[config.mk]
export PLATFORM = sky130hd
export DESIGN_NAME = skewed_data_feeder
export DESIGN_NICKNAME = d
export VERILOG_FILES = /design/src/rtl/skewed_data_feeder.sv
export SDC_FILE = /design/constraint.sdc
export NUM_CORES = 1
export LEC_CHECK = 0
export BUFFER_PORTS_ARGS = -buffer_cell sky130_fd_sc_hd__buf_4
export CAP_MARGIN = 5
export CORE_ASPECT_RATIO = 1.1
export CORE_MARGIN = 2
export CORE_UTILIZATION = 50
export DETAILED_ROUTE_END_ITERATION = 6
export HOLD_SLACK_MARGIN = 0.05
export PLACE_DENSITY = 0.69
export RECOVER_POWER = 25
export SETUP_SLACK_MARGIN = 0.2
export SYNTH_ARGS = -nofsm -noshare
export SYNTH_HDL_FRONTEND = slang
export SYNTH_SLANG_ARGS = --single-unit
[constraint.sdc]
create_clock -name clk -period 2.5 [get_ports clk]
set_input_delay 0.25 -clock clk [delete_from_list [all_inputs] [get_ports clk]]
set_output_delay 0.25 -clock clk [all_outputs]
set_load 0.02 [all_outputs]
[src/rtl/skewed_data_feeder.sv]
// Tile buffer and diagonal-skew streamer feeding one edge of a systolic MAC array.
// Channel c lags channel 0 by c cycles; lanes outside their window carry zero.
module skewed_data_feeder #(
   parameter int NUM_CH = 4,
   parameter int DEPTH  = 7,
   parameter int DATA_W = 8
) (
   input  logic                            clk,
   input  logic                            reset,
   input  logic                            load_valid,
   output logic                            load_ready,
   input  logic [NUM_CH*DEPTH*DATA_W-1:0]  load_data,
   input  logic                            start,
   input  logic                            stall,
   output logic [NUM_CH*DATA_W-1:0]        data_out,
   output logic [NUM_CH-1:0]               out_valid,
   output logic                            busy,
   output logic                            done
);

   localparam int unsigned LEN    = DEPTH + NUM_CH - 1;
   localparam int unsigned CW     = $clog2(DEPTH + NUM_CH);
   localparam int unsigned TILE_W = NUM_CH * DEPTH * DATA_W;
   localparam logic [CW-1:0] LAST = CW'(LEN - 1);

   typedef enum logic [1:0] {IDLE, LOADED, STREAM} state_t;

   state_t                     state, state_n;
   logic [TILE_W-1:0]          tile_q, tile_n, src;
   logic [CW-1:0]              cnt, cnt_n, sel;
   logic                       emit;
   logic [NUM_CH*DATA_W-1:0]   data_n;
   logic [NUM_CH-1:0]          valid_n;
   logic                       done_n;

   always_ff @(posedge clk) begin
      if (!reset) begin
         state     <= IDLE;
         tile_q    <= '0;
         cnt       <= '0;
         data_out  <= '0;
         out_valid <= '0;
         done      <= 1'b0;
      end else begin
         state     <= state_n;
         tile_q    <= tile_n;
         cnt       <= cnt_n;
         data_out  <= data_n;
         out_valid <= valid_n;
         done      <= done_n;
      end
   end

   always_comb begin
      state_n = state;
      tile_n  = tile_q;
      cnt_n   = cnt;
      data_n  = data_out;
      valid_n = out_valid;
      done_n  = 1'b0;
      src     = tile_q;
      sel     = '0;
      emit    = 1'b0;

      case (state)
         IDLE: begin
            data_n  = '0;
            valid_n = '0;
            if (load_valid) begin
               tile_n  = load_data;
               state_n = LOADED;
            end
         end
         LOADED: begin
            data_n  = '0;
            valid_n = '0;
            if (load_valid) tile_n = load_data;
            if (start) begin
               // first output word comes from the tile being captured this edge
               state_n = STREAM;
               cnt_n   = '0;
               src     = tile_n;
               sel     = '0;
               emit    = 1'b1;
            end
         end
         STREAM: begin
            if (!stall) begin
               if (cnt == LAST) begin
                  state_n = IDLE;
                  data_n  = '0;
                  valid_n = '0;
                  done_n  = 1'b1;
               end else begin
                  cnt_n = cnt + CW'(1);
                  sel   = cnt + CW'(1);
                  emit  = 1'b1;
               end
            end
         end
         default: state_n = IDLE;
      endcase

      if (emit) begin
         data_n  = '0;
         valid_n = '0;
         // element k of channel c is due when the count equals c+k
         for (int unsigned c = 0; c < NUM_CH; c++) begin
            for (int unsigned k = 0; k < DEPTH; k++) begin
               if (sel == CW'(c + k)) begin
                  data_n[c*DATA_W +: DATA_W] = src[c*DEPTH*DATA_W + (DEPTH-1-k)*DATA_W +: DATA_W];
                  valid_n[c] = 1'b1;
               end
            end
         end
      end
   end

   assign load_ready = (state == IDLE) || (state == LOADED);
   assign busy       = (state == STREAM);

endmodule

==> key figures <==
Logic synthesis
  • EDFF count, synth: 0
  • Mapped Nets: 2047
  • Yosys Warn Count: 0
  • Sequential fraction of the synthesis area: 37.5%
  • Main synth FF type: dfxtp_1
  • Syn_area_per_cell: 7.86 µm²
  • Cell Area, Synth: around 0.014 mm²
  • Post-synth ARST share: 0%
  • Post-Syn Instances: between 1500 and 2000
  • #FFs+latches synth: between 200 and 300
  • Cell variety after synth: 67

Routing
  • Routed Antenna Nets: 0
  • TritonRoute pass-1 iters: 7
  • Vias/cell: between 5 and 6
  • DR DRC count: 2
  • Via Count: about 15000
  • Initial DRC count: ~1400
  • WL/cell: 19.6 µm
  • Final wirelength: between 50000 and 60000 µm

Clock tree
  • Num CTS Buffers: 29
  • CTS tree: done
  • Clk Latency, worst-skew pair: 540 ps
  • H-tree levels: 1
  • Root buffer cell: clkbuf_16
  • Clk pin slew, worst setup/hold paths: roughly 60 ps
  • Clk sink count: around 270
  • Longest Clk Path Bufs: 3

Worst setup path
  • Critical path's slowest cell: nand3_1
  • Most common cell on crit path: nand3_1
  • CP Launch Type: register
  • Max stage delay on crit path: about 510 ps
  • Reg-to-reg critical path endpoint: data_out[24]$_SDFFE_PN0P_
  • CP cell instances: inv_1 -> ha_4 -> buf_4 -> and2_1 -> o21ai_0 -> nand3_1 -> o221ai_2 -> nand4_1 -> nand3_1
  • CP max FO: 7
  • Critical R2R Launch: cnt[1]$_SDFFE_PN0P_
  • R2R setup slack: ~160 ps
  • Worst setup EP type: register
  • Req. time, crit path: just under 3000 ps
  • WP data arrival: roughly 2800 ps
  • R2R cell count: 9
  • Crit Path Category: reg2reg

Finish
  • Share of layout cells above drive strength 1: ~20%
  • Non-Filler Instances: between 2000 and 3000
  • Final core occ: approximately 73%
  • Final net count: about 2500
  • Most frequent cells in the layout: nand2_1 (652), buf_4 (293), dfxtp_1 (263)
  • Design area: roughly 0.020 mm²
  • Area delta synth->final: 43.1%
  • Commonest non-fill, non-tap cell in the layout: nand2_1

Placed design
  • Placer Congestion: 0.937
  • Port Buf Inserts: 267
  • Cells after DPL: around 2400
  • Placed Area: ~0.017 mm²
  • Placement Setup Slack: just under 80 ps
  • Final HPWL DP: 32700 µm

Hold path
  • Hold Crit Endpoint: state[0]$_SDFFE_PN0P_
  • Hold/Removal Path Class: in2reg
  • Hold Path Depth: 3
  • Hold wc startpoint: load_valid

Die
  • Die ar.: 0.0299 mm²
  • Core Region: 0.0279 mm²
  • Row cnt: 64
  • Top-level port count: ~270
  • Die Y: between 150 and 200 µm
  • Initial Utilization: 51.0%
  • Die Wd: between 150 and 200 µm

Power and ir drop
  • Maximum VDD drop: between 0.4 and 0.5 mV
  • Static leakage: around 7.7 nW
  • PD cells: 577 mW/mm²
  • Pwr Total: 11.8 mW

Timing
  • RSZ-0062 raised after global routing: true
  • Max frequency: about 430 MHz
  • Relative slew slack: 49.6%
  • Period minus WS final: about 2300 ps
  • Final setup violating endpoints: 0
  • Final Slew Violations: 0
  • Slew @ Worst Pin: around 760 ps
  • Hold_ws: 89.0 ps
  • Final hold violations: 0
  • Setup TNS: 0 ps
  • Fin crit share: a little over nine tenths
  • Skew final: roughly 12 ps
  • Fin worst setup slack: around 160 ps

Global routing
  • First-pass GRT wire length: 78000 µm
  • Antenna violations before repair: 2
  • GRT Overall Usage: about a third
  • Number of global-route vias before repair: between 10000 and 15000
  • Largest net degree at the start of global routing: roughly 200
  • Gr ovfl total: 0

Status
  • Failing checks: DRC
  • Outcome: finished, violations left

Job
  • Max Cap Viol: 0
cell families (layout without fill, tap and decap cells):
logic type	after synthesis	count (layout)	share of synthesized area [%]
other	0	2	0
AOI/OAI and AO/OA	454	455	22.8
xor gates and xnor gates	2	2	0.123
muxes	131	131	10.7
buffers and inverters	153	640	4.90
and+or+nand+nor	799	803	23.4
DFF	267	267	37.5
adders and majority gates	6	6	0.527
critical path, delay by kind of cell (launching register included):
family	cells	cell delay (ps)
AOI/OAI and AO/OA	2	550
adders and majority gates	1	180
buffers and inverters	2	240
DFF	1	400
and+or+nand+nor	4	880
worst max path at each step:
stage,startpoint,end,cells past startpoint,slack [ps]
floorplan,cnt[1]$_SDFFE_PN0P_,data_out[13]$_SDFFE_PN0P_,10,310
global placement,cnt[1]$_SDFFE_PN0P_,data_out[30]$_SDFFE_PN0P_,10,60
detailed placement,cnt[1]$_SDFFE_PN0P_,data_out[0]$_SDFFE_PN0P_,9,80
CTS,cnt[1]$_SDFFE_PN0P_,data_out[30]$_SDFFE_PN0P_,10,160
global route,cnt[1]$_SDFFE_PN0P_,data_out[22]$_SDFFE_PN0P_,10,70
finish,cnt[1]$_SDFFE_PN0P_,data_out[24]$_SDFFE_PN0P_,9,160
state kept, by name, indices dropped and copies added, names as in the netlist:
name	cells
state	2
data_out	32
done	1
out_valid	4
tile_q	224
cnt	4
what timing repair did:
item	4_1_cts	5_1_grt
cloned	3	5
pin swaps	2	7
endpoints found under the setup margin	30	48
buffers inserted	0	11
hold buffers	224	0
gates resized for setup	20	45
hold endpoints to repair	224	0
final cells by class:
| type | count | area [µm²] |
|---|---|---|
| Sequential cell | 267 | 5350 |
| Antenna cell | 2 | 5.00 |
| Fill cell | 2111 | 7550 |
| Clock buffer | 42 | 855 |
| Inverter | 8 | 30.0 |
| Timing Repair Buffer | 583 | 5080 |
| Multi-Input combinational cell | 1397 | 8500 |
| Clock inverter | 7 | 110 |
| Tap cell | 363 | 454 |
synthesized netlist by cell type, types with 3 or more instances:
| cell | n | area (µm²) |
|---|---|---|
| nand2_1 | 655 | 2460 |
| a221o_1 | 7 | 70.1 |
| o211ai_1 | 10 | 75.1 |
| mux4_1 | 4 | 105 |
| buf_4 | 12 | 90.1 |
| a21boi_0 | 231 | 1730 |
| a221oi_1 | 9 | 78.8 |
| clkbuf_1 | 94 | 353 |
| nand3b_1 | 4 | 30.0 |
| nor3_2 | 8 | 80.1 |
| ha_1 | 6 | 75.1 |
| dfxtp_1 | 267 | 5350 |
| nand2b_1 | 7 | 43.8 |
| o221ai_1 | 15 | 131 |
| a32o_1 | 8 | 80.1 |
| o22ai_1 | 28 | 175 |
| buf_2 | 33 | 165 |
| nor3_1 | 3 | 15.0 |
| nand4_1 | 7 | 43.8 |
| a22oi_1 | 13 | 97.6 |
| inv_1 | 7 | 26.3 |
| a211oi_1 | 3 | 22.5 |
| mux4_2 | 11 | 248 |
| mux2_2 | 9 | 101 |
| buf_6 | 5 | 56.3 |
| and3_1 | 18 | 113 |
| a31oi_1 | 34 | 213 |
| o21ai_1 | 10 | 50.1 |
| nand3_1 | 50 | 250 |
| nor2_1 | 12 | 45.0 |
| a21oi_1 | 26 | 130 |
| o21ai_0 | 41 | 205 |
| mux2i_1 | 106 | 1060 |
| nor2b_1 | 5 | 31.3 |
| and2_1 | 14 | 87.6 |
metal layers:
layer	share of wire, %	vias to the layer above	global-route usage [%]
li1	-	7230	-
met1	42	7395	43.7
met2	47	680	55.4
met3	7.2	126	4.04
met4	3.5	0	10.8
met5	0	-	0
power by group:
part	switching, mW	internal [mW]
Clock	1.74	2.65
Sequential	0.179	4.60
Combinational	1.41	1.19
(Power assumes the default switching activity.)
